`src/rtl/mul_pkg.sv`:
```
// mul_pkg: shared constants for the integer multiply execution unit.
//   XLEN         operand width (only 32 is supported)
//   MUL_LATENCY  register stages from accept to result
//   mul_op_e     RISC-V funct3[1:0] multiply encodings
package mul_pkg;

    localparam int XLEN        = 32;
    localparam int MUL_LATENCY = 3;

    typedef enum logic [1:0] {
        OP_MUL    = 2'b00,
        OP_MULH   = 2'b01,
        OP_MULHSU = 2'b10,
        OP_MULHU  = 2'b11
    } mul_op_e;

    // rs1 is treated as two's complement for MULH and MULHSU
    function automatic logic rs1_signed(input logic [1:0] op);
        return (op == OP_MULH) || (op == OP_MULHSU);
    endfunction

    // rs2 is treated as two's complement for MULH only
    function automatic logic rs2_signed(input logic [1:0] op);
        return (op == OP_MULH);
    endfunction

endpackage

```
`src/rtl/mul32x32.sv`:
```
// mul32x32: purely combinational unsigned 32x32 -> 64 array multiplier.
//   i_a, i_b : 32-bit unsigned operands
//   o_p      : 64-bit unsigned product
module mul32x32 (
    input  logic [31:0] i_a,
    input  logic [31:0] i_b,
    output logic [63:0] o_p
);

    logic [63:0] w_acc;

    // One gated partial-product row per multiplier bit, summed down the array.
    always_comb begin
        w_acc = '0;
        for (int i = 0; i < 32; i++) begin
            w_acc = w_acc + ({32'b0, i_b & {32{i_a[i]}}} << i);
        end
    end

    assign o_p = w_acc;

endmodule

```
`src/rtl/mul_exec_unit.sv`:
```
// mul_exec_unit: 3-stage pipelined RISC-V M-extension multiplier
// (MUL/MULH/MULHSU/MULHU) with valid/ready handshake and flush.
//   clk, rst                 clock, async active-high reset
//   in_valid/in_ready        request handshake
//   in_op, in_rs1, in_rs2    operation and operands
//   in_tag                   destination tag, returned with the result
//   flush                    kill everything in flight
//   out_valid/out_ready      result handshake
//   out_result, out_tag      result and its tag
//   busy                     any stage holds a valid operation
module mul_exec_unit
    import mul_pkg::*;
#(
    parameter int XLEN  = mul_pkg::XLEN,
    parameter int TAG_W = 5
) (
    input  logic             clk,
    input  logic             rst,
    input  logic             in_valid,
    output logic             in_ready,
    input  logic [1:0]       in_op,
    input  logic [XLEN-1:0]  in_rs1,
    input  logic [XLEN-1:0]  in_rs2,
    input  logic [TAG_W-1:0] in_tag,
    input  logic             flush,
    output logic             out_valid,
    input  logic             out_ready,
    output logic [XLEN-1:0]  out_result,
    output logic [TAG_W-1:0] out_tag,
    output logic             busy
);

    // stage valids
    logic r_v1, r_v2, r_v3;

    // S1: operands
    logic [1:0]       r_op1;
    logic [XLEN-1:0]  r_rs1, r_rs2;
    logic [TAG_W-1:0] r_tag1;

    // S2: raw product plus summed sign correction
    logic [1:0]        r_op2;
    logic [2*XLEN-1:0] r_prod;
    logic [XLEN-1:0]   r_corr;
    logic [TAG_W-1:0]  r_tag2;

    // S3: final result
    logic [XLEN-1:0]  r_res3;
    logic [TAG_W-1:0] r_tag3;

    logic              w_adv;
    logic              w_accept;
    logic [2*XLEN-1:0] w_prod;
    logic [XLEN-1:0]   w_corr;

    // The whole pipe moves in lockstep: it only stalls when the output is full and unaccepted.
    assign w_adv    = !r_v3 || out_ready;
    assign in_ready = w_adv && !flush;
    assign w_accept = in_valid && in_ready;

    mul32x32 u_mul (
        .i_a (r_rs1),
        .i_b (r_rs2),
        .o_p (w_prod)
    );

    // Signed high word = unsigned high word minus the other operand for each
    // negative signed input; both terms are pre-summed so S3 does one subtract.
    assign w_corr = ((rs1_signed(r_op1) && r_rs1[XLEN-1]) ? r_rs2 : '0)
                  + ((rs2_signed(r_op1) && r_rs2[XLEN-1]) ? r_rs1 : '0);

    always_ff @(posedge clk or posedge rst) begin
        if (rst) begin
            r_v1 <= 1'b0;
            r_v2 <= 1'b0;
            r_v3 <= 1'b0;
        end else if (flush) begin
            r_v1 <= 1'b0;
            r_v2 <= 1'b0;
            r_v3 <= 1'b0;
        end else if (w_adv) begin
            r_v1 <= w_accept;
            r_v2 <= r_v1;
            r_v3 <= r_v2;
        end
    end

    always_ff @(posedge clk or posedge rst) begin
        if (rst) begin
            r_op1  <= '0;
            r_rs1  <= '0;
            r_rs2  <= '0;
            r_tag1 <= '0;
            r_op2  <= '0;
            r_prod <= '0;
            r_corr <= '0;
            r_tag2 <= '0;
            r_res3 <= '0;
            r_tag3 <= '0;
        end else begin
            if (w_accept) begin
                r_op1  <= in_op;
                r_rs1  <= in_rs1;
                r_rs2  <= in_rs2;
                r_tag1 <= in_tag;
            end
            if (w_adv && r_v1) begin
                r_op2  <= r_op1;
                r_prod <= w_prod;
                r_corr <= w_corr;
                r_tag2 <= r_tag1;
            end
            if (w_adv && r_v2) begin
                r_res3 <= (r_op2 == OP_MUL) ? r_prod[XLEN-1:0]
                                            : r_prod[2*XLEN-1:XLEN] - r_corr;
                r_tag3 <= r_tag2;
            end
        end
    end

    assign out_valid  = r_v3;
    assign out_result = r_res3;
    assign out_tag    = r_tag3;
    assign busy       = r_v1 || r_v2 || r_v3;

endmodule

```
`config.mk`:
```
export PLATFORM = sky130hd
export DESIGN_NAME = mul_exec_unit
export DESIGN_NICKNAME = d
export VERILOG_FILES = /design/src/rtl/mul_pkg.sv /design/src/rtl/mul32x32.sv /design/src/rtl/mul_exec_unit.sv
export SDC_FILE = /design/constraint.sdc
export NUM_CORES = 2
export LEC_CHECK = 0
export ABC_AREA = 1
export CORE_AREA = 2 2 288 432
export DETAILED_ROUTE_END_ITERATION = 8
export DIE_AREA = 0 0 290 434
export GPL_TIMING_DRIVEN = 0
export SYNTH_ARGS = -nofsm -noshare
export SYNTH_HDL_FRONTEND = slang
export SYNTH_HIERARCHICAL = 1
export SYNTH_SLANG_ARGS = --single-unit
```
`constraint.sdc`:
```
create_clock -name clk -period 20.6 [get_ports clk]
set_input_delay 2.06 -clock clk [delete_from_list [all_inputs] [get_ports clk]]
set_output_delay 2.06 -clock clk [all_outputs]
set_load 0.005 [all_outputs]
```
==> results.py <==
metrics = {
    "final_layout": {
        "fin_area_um2": 52200,
        "final_net_count": 8084,
        "drive_gt1_share_pct": 2.32,
        "final_common_cell": "nand2_1",
        "multiInputGateArea_um2": 35700,
        "layout_common_cells": "nand2_1, inv_1, fa_1, nor2_1, ha_1",
        "register_area_um2": 5360,
        "fill_cells": 13000,
        "area_growth_syn_to_layout_pct": 7.84,
    },
    "logic_synthesis": {
        "synth_edf_count": 0,
        "synthTopCellsByArea": "fa_1, nand2_1, inv_1, dfrtp_1, ha_1",
        "ys_ff_latch": 214,
        "post-synth-top-area-fraction_pct": 36.2,
        "ys_types": 42,
        "synth-async-reset-ratio_pct": 100,
        "yosys_warnings": 6,
        "ys.flop_type": "dfrtp_1",
        "avgSynthCellArea_um2": 7.28,
        "yosysTopAreaCell": "fa_1",
        "syn-num-nets": 7947,
        "netlist_area_um2": 48400,
        "netlist_instances": 6652,
        "seq_area_frac_synth_pct": 11.1,
    },
    "job": {
        "drv_cap": 6,
    },
    "cts": {
        "clockRootBuffer": "clkbuf_16",
        "cts_buffers": 19,
        "cts_tree": "yes",
        "insertion_delay_ns": 0.55,
        "ctsHoldBuffers": 0,
        "cts_resized": 0,
        "clock_path_buffers": 3,
        "cts.sinks": 214,
        "clk_pin_slew_ns": 0.08,
        "htreeDepth": 1,
        "post_cts_buffers": 0,
    },
    "min_path": {
        "hold_class": "flop to flop",
        "hold_path_depth": 2,
        "min_to": "out_tag[1]",
        "min_from": "out_tag[1]",
    },
    "setup_path": {
        "cp.arrival_ns": 11.80,
        "cp-end-kind": "flop",
        "rr_worst_depth": 41,
        "r2r_setup_slack_ns": 9.27,
        "critPathMaxFanout": 10,
        "cpMostUsedCell": "nand2_1",
        "reg2reg_to": "r_prod[63]",
        "slowest_stage": "clkbuf_1",
        "r2r_start": "r_rs2[1]",
        "crit_path_max_incr_delay_ns": 0.99,
        "crit_required_ns": 21.07,
        "cp-start-kind": "flop",
        "path_class": "flop to flop",
    },
    "timing": {
        "fmax_mhz": 88.3,
        "maxSlewViolCount": 55,
        "fin_setup_tns_ns": 0,
        "skew_ns": 0.0210,
        "rsz0062_at_grt": "no",
        "setup_viol": 0,
        "relSlewSlack_pct": -7.97,
        "setup_ws_ns": 9.27,
        "worst_slew_pin_slew_ns": 1.62,
        "finalHoldViolations": 0,
        "fin_crit_ns": 11.33,
        "period_share_pct": 55.0,
    },
    "routing": {
        "dr.pass1.iters": 6,
        "drt_wl_total_um": 222000,
        "drtIter0Drc": 3451,
        "drc_errors": 0,
        "routedWlPerCell_um": 26.5,
        "num_vias": 44000,
        "via_per_inst": 5.24,
        "postRouteAntennaNets": 0,
    },
    "placement": {
        "pre_cts_ws_ns": 9.56,
        "port_buffers": 115,
        "place_area_um2": 51600,
        "place_congestion": 1.07,
        "dpl.hpwl_um": 187000,
    },
    "die": {
        "io_pins": 116,
        "die_h_um": 434,
        "dieArea_um2": 126000,
        "die_x_um": 290,
        "start_util_pct": 39.7,
        "core-area_um2": 122000,
        "num_rows": 157,
    },
    "grt": {
        "grt_max_degree": 122,
        "grt_pass1_wl_um": 315000,
        "grt_pass1_vias": 46200,
        "antenna_found_initial": 12,
        "grt.overflow.total": 0,
        "grtUsageTotal_pct": 35.5,
    },
    "outcome": {
        "violations": "capacitance limit, slew limit",
        "outcome": "finished with violations",
    },
}
-- cells by family (layout without fill, tap and decap cells) --
| logic type | count (synthesis) | in the layout | share of synthesized area (%) |
|---|---|---|---|
| xor+xnor | 74 | 74 | 1.34 |
| buf+inv | 1938 | 2087 | 15.1 |
| compound gates | 375 | 375 | 4.05 |
| other cells | 0 | 3 | 0 |
| simple gates | 2828 | 2828 | 23.2 |
| fa+ha+maj | 1219 | 1219 | 45.1 |
| mux | 4 | 4 | 0.0930 |
| flops | 214 | 214 | 11.1 |
-- routing by layer --
layer | vias to the layer above | wire (um) | share of wire [%] | track usage, %
li1 | 19400 | - | - | -
met1 | 21700 | 69500 | 31 | 34.4
met2 | 1997 | 108000 | 49 | 62.4
met3 | 831 | 16000 | 7.2 | 6.50
met4 | 16 | 28100 | 13 | 36.0
met5 | - | 96 | 0.043 | 0
-- per-stage QoR --
| step | utilization [%] | cells | hold slack [ns] |
|---|---|---|---|
| floorplan | - | 6652 | 0.437 |
| global placement | 42.3 | 8357 | 0.456 |
| detailed placement | 42.3 | 8358 | 0.460 |
| CTS | 42.8 | 8391 | 0.476 |
| global route | 42.8 | 8392 | 0.500 |
| finish | 42.8 | 8394 | 0.478 |
-- worst max path at each step --
stage | start | to | slack [ns] | cells after the start
6_report | r_rs2[1] | r_prod[63] | 9.27 | 41
4_1_cts | r_rs2[1] | r_prod[43] | 9.48 | 39
2_1_floorplan | r_rs1[0] | r_prod[55] | 12.05 | 43
3_5_place_dp | r_rs2[1] | r_prod[33] | 9.56 | 37
5_1_grt | r_rs2[15] | r_prod[63] | 8.94 | 39
3_3_place_gp | r_rs2[1] | r_prod[43] | 9.52 | 39
-- sequential cells by signal (all words and copies together) (netlist names) --
| name | flops |
|---|---|
| r_v2 | 1 |
| r_prod | 64 |
| r_v1 | 1 |
| r_op2 | 2 |
| out_tag | 5 |
| out_valid | 1 |
| r_tag2 | 5 |
| r_rs2 | 32 |
| r_op1 | 2 |
| r_corr | 32 |
| r_tag1 | 5 |
| out_result | 32 |
| r_rs1 | 32 |
-- critical path, delay by kind of cell, from the launching register on --
family / cells / cell delay, ns
fa+ha+maj: 13 / 6.39
compound gates: 1 / 0.26
buf+inv: 8 / 1.50
flops: 1 / 0.51
simple gates: 19 / 2.56
-- synthesized netlist by cell type (all sizes together), types with 26 or more instances --
cell type	count
nor2	361
clkbuf	213
nor3	26
fa	876
dfrtp	214
xor2	51
inv	1690
buf	35
ha	343
o21ai	108
nand2	2227
a21oi	236
nand3	162
-- final cells by class --
cell class	instances	share of cell area, %
Inverter	1690	12.2
Multi-Input combinational cell	4500	68.4
Antenna cell	3	0.0144
Buffer	248	1.89
Clock buffer	22	0.951
Sequential cell	214	10.3
Tap cell	1590	3.81
Clock inverter	11	0.213
Timing Repair Buffer	116	2.26
Power is not shown: default switching activity piles up to over one toggle a cycle in this logic, so the estimate is an artifact.
